$ cat config.mk
export PLATFORM = sky130hd
export DESIGN_NAME = dbus_dual_issue
export DESIGN_NICKNAME = d
export VERILOG_FILES = /design/src/rtl/dbus_dual_issue_pkg.sv /design/src/rtl/dbus_dual_issue.sv
export SDC_FILE = /design/constraint.sdc
export NUM_CORES = 1
export LEC_CHECK = 0
export CAP_MARGIN = 25
export CORE_AREA = 2 2 122 124
export CTS_CLUSTER_DIAMETER = 120
export DETAILED_ROUTE_END_ITERATION = 8
export DIE_AREA = 0 0 124 126
export PLACE_DENSITY = 0.73
export SYNTH_ARGS = -nofsm -noshare
export SYNTH_HDL_FRONTEND = slang
export SYNTH_SLANG_ARGS = --single-unit
$ cat constraint.sdc
create_clock -name clk -period 2.1 [get_ports clk]
set_clock_uncertainty 0.15 [all_clocks]
set_input_delay 0.315 -clock clk [delete_from_list [all_inputs] [get_ports clk]]
set_output_delay 0.315 -clock clk [all_outputs]
set_load 0.05 [all_outputs]
$ cat src/rtl/dbus_dual_issue_pkg.sv
// Shared data-bus types for the memory stage: request/response payloads and the
// dual-issue serializer state encoding.
package dbus_dual_issue_pkg;

    localparam int unsigned DATA_W = 32;
    localparam int unsigned ADDR_W = 32;
    localparam int unsigned STRB_W = DATA_W / 8;

    typedef logic [DATA_W-1:0] word_t;
    typedef logic [ADDR_W-1:0] addr_t;
    typedef logic [STRB_W-1:0] strobe_t;

    typedef struct packed {
        logic    valid;
        addr_t   addr;
        strobe_t strobe;
        word_t   data;
    } dbus_req_t;

    typedef struct packed {
        logic  addr_ok;
        logic  data_ok;
        word_t data;
    } dbus_resp_t;

    typedef enum logic [2:0] {
        DI_IDLE,
        DI_REQ1,
        DI_WAIT1,
        DI_REQ0,
        DI_WAIT0,
        DI_DONE,
        DI_DRAIN
    } dual_issue_state_t;

    // Reads and cache ops carry no byte strobes; only those return data.
    function automatic logic is_read(input dbus_req_t r);
        return r.strobe == '0;
    endfunction

endpackage

$ cat src/rtl/dbus_dual_issue.sv
// Serializes the two memory-stage data-bus requests (slot 1 first) onto one bus port
// and returns per-slot read data; stalls the stage until every valid slot completes.
module dbus_dual_issue
    import dbus_dual_issue_pkg::*;
(
    input  logic                 clk,
    input  logic                 reset,
    input  dbus_req_t [1:0]      dreq_i,
    input  logic                 kill0_i,
    input  logic                 flush_i,
    input  logic                 advance_i,
    output dbus_req_t            dreq_o,
    input  dbus_resp_t           dresp_i,
    output word_t [1:0]          rdata_o,
    output logic                 stall_o
);

    dual_issue_state_t state_q, state_d;
    word_t [1:0]       rdata_q, rdata_d;

    logic              need1, need0;
    logic              issue;
    logic              slot;
    dual_issue_state_t after_slot;

    assign need1 = dreq_i[1].valid;
    assign need0 = dreq_i[0].valid & ~kill0_i;

    always_comb begin
        state_d    = state_q;
        rdata_d    = rdata_q;
        dreq_o     = '0;
        stall_o    = 1'b0;
        issue      = 1'b0;
        slot       = 1'b0;

        case (state_q)
            DI_IDLE: begin
                stall_o = need1 | need0;
                if (need1) begin
                    issue   = 1'b1;
                    slot    = 1'b1;
                    state_d = DI_REQ1;
                end else if (need0) begin
                    issue   = 1'b1;
                    state_d = DI_REQ0;
                end
            end
            DI_REQ1: begin
                issue   = 1'b1;
                slot    = 1'b1;
                stall_o = 1'b1;
            end
            DI_REQ0: begin
                issue   = 1'b1;
                stall_o = 1'b1;
            end
            DI_WAIT1, DI_WAIT0: begin
                stall_o = 1'b1;
                slot    = (state_q == DI_WAIT1);
            end
            DI_DONE: begin
                if (flush_i || advance_i) begin
                    state_d = DI_IDLE;
                end
            end
            DI_DRAIN: begin
                stall_o = 1'b1;
                if (dresp_i.data_ok) begin
                    state_d = DI_IDLE;
                end
            end
            default: state_d = DI_IDLE;
        endcase

        // need0 is re-sampled after slot 1 so a late kill0_i still suppresses slot 0
        after_slot = (slot && need0) ? DI_REQ0 : DI_DONE;

        if (issue) begin
            dreq_o = dreq_i[slot];
            if (dresp_i.addr_ok && dresp_i.data_ok) begin
                if (flush_i) begin
                    state_d = DI_IDLE;
                end else begin
                    if (is_read(dreq_i[slot])) begin
                        rdata_d[slot] = dresp_i.data;
                    end
                    state_d = after_slot;
                    // Single request finishing in IDLE: stage moves on this cycle
                    if (state_q == DI_IDLE && after_slot == DI_DONE) begin
                        stall_o = 1'b0;
                        if (advance_i) begin
                            state_d = DI_IDLE;
                        end
                    end
                end
            end else if (dresp_i.addr_ok) begin
                if (flush_i) begin
                    state_d = DI_DRAIN;
                end else begin
                    state_d = slot ? DI_WAIT1 : DI_WAIT0;
                end
            end else if (flush_i) begin
                state_d = DI_IDLE;
            end
        end else if (state_q == DI_WAIT1 || state_q == DI_WAIT0) begin
            if (dresp_i.data_ok) begin
                if (flush_i) begin
                    state_d = DI_IDLE;
                end else begin
                    if (is_read(dreq_i[slot])) begin
                        rdata_d[slot] = dresp_i.data;
                    end
                    state_d = after_slot;
                end
            end else if (flush_i) begin
                state_d = DI_DRAIN;
            end
        end

        if (reset) begin
            dreq_o  = '0;
            stall_o = 1'b0;
        end
    end

    always_ff @(posedge clk) begin
        if (reset) begin
            state_q <= DI_IDLE;
            rdata_q <= '0;
        end else begin
            state_q <= state_d;
            rdata_q <= rdata_d;
        end
    end

    assign rdata_o = rdata_q;

endmodule

-- After elaboration in Yosys (flattened, before gate mapping)
Cells that the tools add are included.
- output and inout port bits: 134
- input bits: 177
- logic and storage cells: 74
- register bits: 67
- $lt $le $gt $ge: 2
- equality and inequality tests: 8
- reduce and logical (&&, ||, !) cells: 15
- bitwise gates (word level): 3
- muxes and demuxes: 43
- operator list (cell ; count):
    64-bit 2-to-1 mux ; 6
    69-bit 2-to-1 mux ; 4
    64-bit bitwise mux ; 1
    3-bit 2-to-1 mux ; 18
    32-bit demux with 1-bit select ; 1
    32-bit 2-to-1 mux ; 1
    3-bit equality test (second input constant) ; 4
    3-bit case mux with 4 select lines ; 1
    1-bit 2-to-1 mux ; 8
    3-bit by 2-bit equality test with 1-bit output (second input constant) ; 2
    5-bit OR reduction ; 1
    1-bit logical AND ; 4
    4-bit zero test ; 1
    1-bit case mux with 2 select lines ; 2
    2-bit nonzero test ; 2
    2-bit OR reduction ; 2
    4-bit OR reduction ; 1
    3-bit by 1-bit equality test with 1-bit output (second input constant) ; 1
    3-bit zero test ; 1
    1-bit case mux with 3 select lines ; 1
    3-bit AND reduction ; 1
    1-bit logical OR ; 2
    1-bit by 2-bit less-than comparator with 1-bit output (second input constant) ; 1
    2-bit by 1-bit inequality test with 1-bit output (second input constant) ; 1
    4 further kinds ; 4

-- Logic depth before layout (Yosys ltp)
- word-level depth: 13
- mapped depth: 10
- depth with buffers taken out: 6

-- Least setup slack after synthesis
OpenSTA, ideal clock, no wires.
- path kind: register to output
- from: register state_q[0]
- to: output dreq_o[38] (netlist bit)
- slack: -0.883 ns
- arrival time: 2.518 ns
- path buffers: 4
- stages on the path, launching flop included: 8
- required time: 1.635 ns
- path through: dfxtp_1 > buf_2 > buf_2 > a211oi_1 > buf_2 > clkbuf_1 > nand2_1 > a21oi_1
- RTL lines (element ; RTL line ; RTL):
    start: declaration ; dbus_dual_issue.sv:18 ; dual_issue_state_t state_q, state_d;
    start signal: assignment ; dbus_dual_issue.sv:132 ; state_q <= state_d;
    end: declaration ; dbus_dual_issue.sv:12 ; output dbus_req_t dreq_o,

==> flow_metrics.py <==
metrics = {
    "sta": {
        "finalHoldViolations": 0,
        "fin_crit_ns": 2.443,
        "fin_crit_sh": 1.163,
        "setup_tns_ns": -33.36,
        "fmaxAchievable_mhz": 409.3,
        "setup_viol": 136,
        "slew_headroom": 0.6129,
        "tightestPinTransition_ns": 0.5789,
        "fin_ws_ns": -0.3433,
        "drv_slew": 0,
        "rsz0062_at_grt": "true",
    },
    "outcome": {
        "status": "finished with violations",
        "failed_checks": "negative setup slack",
    },
    "synth": {
        "ys_seq_elements": 67,
        "yosys_warnings": 0,
        "netlist_area_sq_um": 4230,
        "synth_flop_cell": "dfxtp_1",
        "syn_nets": 780,
        "synth_top_area_frac": 0.3171,
        "avgSynthCellArea_sq_um": 7.015,
        "yosysSeqAreaShare": 0.3171,
        "ys_types": 37,
        "yosys.area.top_type": "dfxtp_1",
        "async_flop_share": 0,
        "synth_edf_count": 0,
        "syn-instance-count": 603,
        "synth_area_leaders": "dfxtp_1 32%, a21oi_1 12%, nand2_1 12%",
    },
    "min_path": {
        "min_from": "rdata_o[7]",
        "hold_class": "flip-flop to flip-flop",
    },
    "clock_tree": {
        "root_buffer": "clkbuf_16",
        "cts_made_buffers": 9,
        "cts_buffer_depth": 2,
        "clk_latency_ns": 0.32,
        "cts_hold_buffers": 0,
        "clk_pin_slew_ns": 0.06,
        "ctsHtreeMaxLevel": 3,
        "cts.sinks": 67,
        "cts_tree": "done",
    },
    "power_and_ir_drop": {
        "fin_total_pwr_uw": 10310,
        "p_switching_uw": 4539,
        "peakVddDrop_uv": 488.6,
        "p_leak_uw": 0.003783,
        "p_int_uw": 5768,
        "seqPwrFrac": 0.129,
        "clkPwrFrac": 0.158,
        "p_per_area_nw_per_um2": 960.5,
        "swShare": 0.4404,
        "pwr-share-comb": 0.713,
    },
    "place": {
        "placedCellCount": 1089,
        "dp_hpwl_mm": 14.16,
        "gp_congestion": 0.7896,
        "io_buffer_count": 310,
    },
    "worst_setup_path": {
        "rr_startpoint": "state_q[0]",
        "path_common_cell": "buf_6",
        "crit_path_max_fanout": 17,
        "crit_chain": "buf_6 > nor3_4 > buf_6 > a211oi_4 > buf_6 > buf_12 > nand2_1 > a21oi_4 > buf_12",
        "crit_path_end_kind": "primary output",
        "critPathKind": "flip-flop to primary output",
        "cp_slowest_cell": "dfxtp_4",
        "critPathRequiredTime_ns": 1.63,
        "startpoint": "state_q[0]",
        "cp_top_family": "buffers and inverters",
        "crit_path_start_kind": "flip-flop",
        "cp_slowest_stage_delay_ns": 0.38,
        "critical_path_arrival_ns": 1.98,
        "critical_path_buf_inv_count": 5,
    },
    "route": {
        "routed_wl_mm": 21.30,
        "via_per_inst": 5.099,
        "antenna_left": 0,
        "num_vias": 5833,
        "routedWlPerCell_um": 18.62,
        "drc": 0,
        "drt_iter0_markers": 281,
        "dr.pass1.iters": 4,
    },
    "finish": {
        "area.growth.synth_to_final_pct": 153.7,
        "finish.utilization": 0.7497,
        "fillers": 976,
        "nets": 1131,
        "seq_area_sq_um": 1348,
        "finalNonFillerCells": 1144,
        "layout-drive-gt1-share": 0.3587,
        "multi_input_area_sq_um": 3762,
    },
    "floorplanning": {
        "core_area_sq_um": 14310,
        "start_util": 0.2955,
        "io_pins": 311,
        "die_h_um": 126,
        "die_area_sq_um": 15620,
        "num_rows": 44,
        "die_w_um": 124,
    },
    "global_routing": {
        "grt_max_degree": 62,
        "grt_pass1_vias": 5887,
        "antenna_found_initial": 1,
        "grt_overflow": 0,
        "grt_pass1_wl_mm": 31.76,
        "grt_util_all_layers": 0.2579,
    },
    "job": {
        "cap_violations": 0,
    },
}
power by group through the flow:
stage	Combinational [uW]	Sequential [uW]	Clock (uW)
finish	7350	1330	1630
global route	7680	1330	1690
CTS	7160	1330	1650
detailed placement	6120	1350	0
global placement	6080	1350	0
floorplan	3740	1380	0
timing repair:
item                                    CTS  global route
cloned                                   12             2
resized for setup                       127            51
setup buffers                            27             2
endpoints found under the setup margin  135           136
pin swaps                                73            47
hold endpoints to repair                  0             0
sequential cells by signal, summed over array words and instances (netlist names):
name and cells:
state_q 3, rdata_o 64
worst paths after layout:
| check | slack (ns) | to | depth (start not counted) |
|---|---|---|---|
| worst max register to register | -0.28 | rdata_o[48] | 9 |
| worst max-delay path | -0.34 | dreq_o[20] | 9 |
| worst min register to register | 0.31 | rdata_o[7] | 2 |
| worst min-delay path | 0.31 | rdata_o[7] | 2 |
tightest hold or removal path: cells and delay by family (launching register included):
family | cells | cell delay (ns)
compound gates | 2 | 0.10
flops | 1 | 0.31
synthesized netlist by cell type, types with 3 or more instances:
library cell,instances
buf_12,3
clkbuf_1,45
dfxtp_1,67
buf_2,13
nor2_1,12
a21oi_1,104
nor2b_1,7
o22a_1,4
o221ai_1,5
nand2b_1,67
mux2i_1,33
nor3_1,8
nand2_1,137
o21ai_0,40
nand4_1,33
metal layers:
metal	vias up	GRT usage	part of all wire
met1	2775	0.2942	0.37
met4	0	0.07535	0.027
met2	227	0.4699	0.52
met5	-	0	0
li1	2789	-	-
met3	42	0.06205	0.076
through the flow:
step / cell area (sq um) / hold WS (ns) / worst slack, ns
floorplan: 5298 / 0.3171 / -0.08567
global placement: 9349 / 0.3060 / -0.5207
detailed placement: 9349 / 0.3138 / -0.5537
CTS: 10590 / 0.3132 / -0.3190
global route: 10730 / 0.3260 / -0.4229
finish: 10730 / 0.3120 / -0.3433
placed cells by master (no fill, tap or decap), types with 11 or more instances in the layout:
cell / instances
buf_6: 13
a21oi_1: 25
nand4_1: 33
buf_4: 44
nand2_2: 25
nand2_1: 111
a21oi_2: 13
clkdlybuf4s50_1: 237
mux2i_1: 33
o21ai_2: 27
a21oi_4: 66
nand2b_1: 65
dfxtp_1: 64
clkbuf_16: 11
buf_12: 91
area by class of cell:
class / count / area share
well taps: 184 / 0.02145
clock buffers: 9 / 0.02099
clock inverters: 7 / 0.009327
repair buffers: 403 / 0.4711
multi-input cells: 471 / 0.3506
diodes: 1 / 0.0002332
inverters: 2 / 0.0006995
flip-flops and latches: 67 / 0.1256
kinds of logic (layout without fill, tap and decap cells):
family	count (synthesis)	after routing	share of synthesized area
compound gates	168	168	0.2192
xor+xnor	1	1	0.002071
buf+inv	65	421	0.07483
flops	67	67	0.3171
mux	34	34	0.08075
other cells	0	1	0
simple gates	268	268	0.3061
Power figures use the tool's default switching activity.
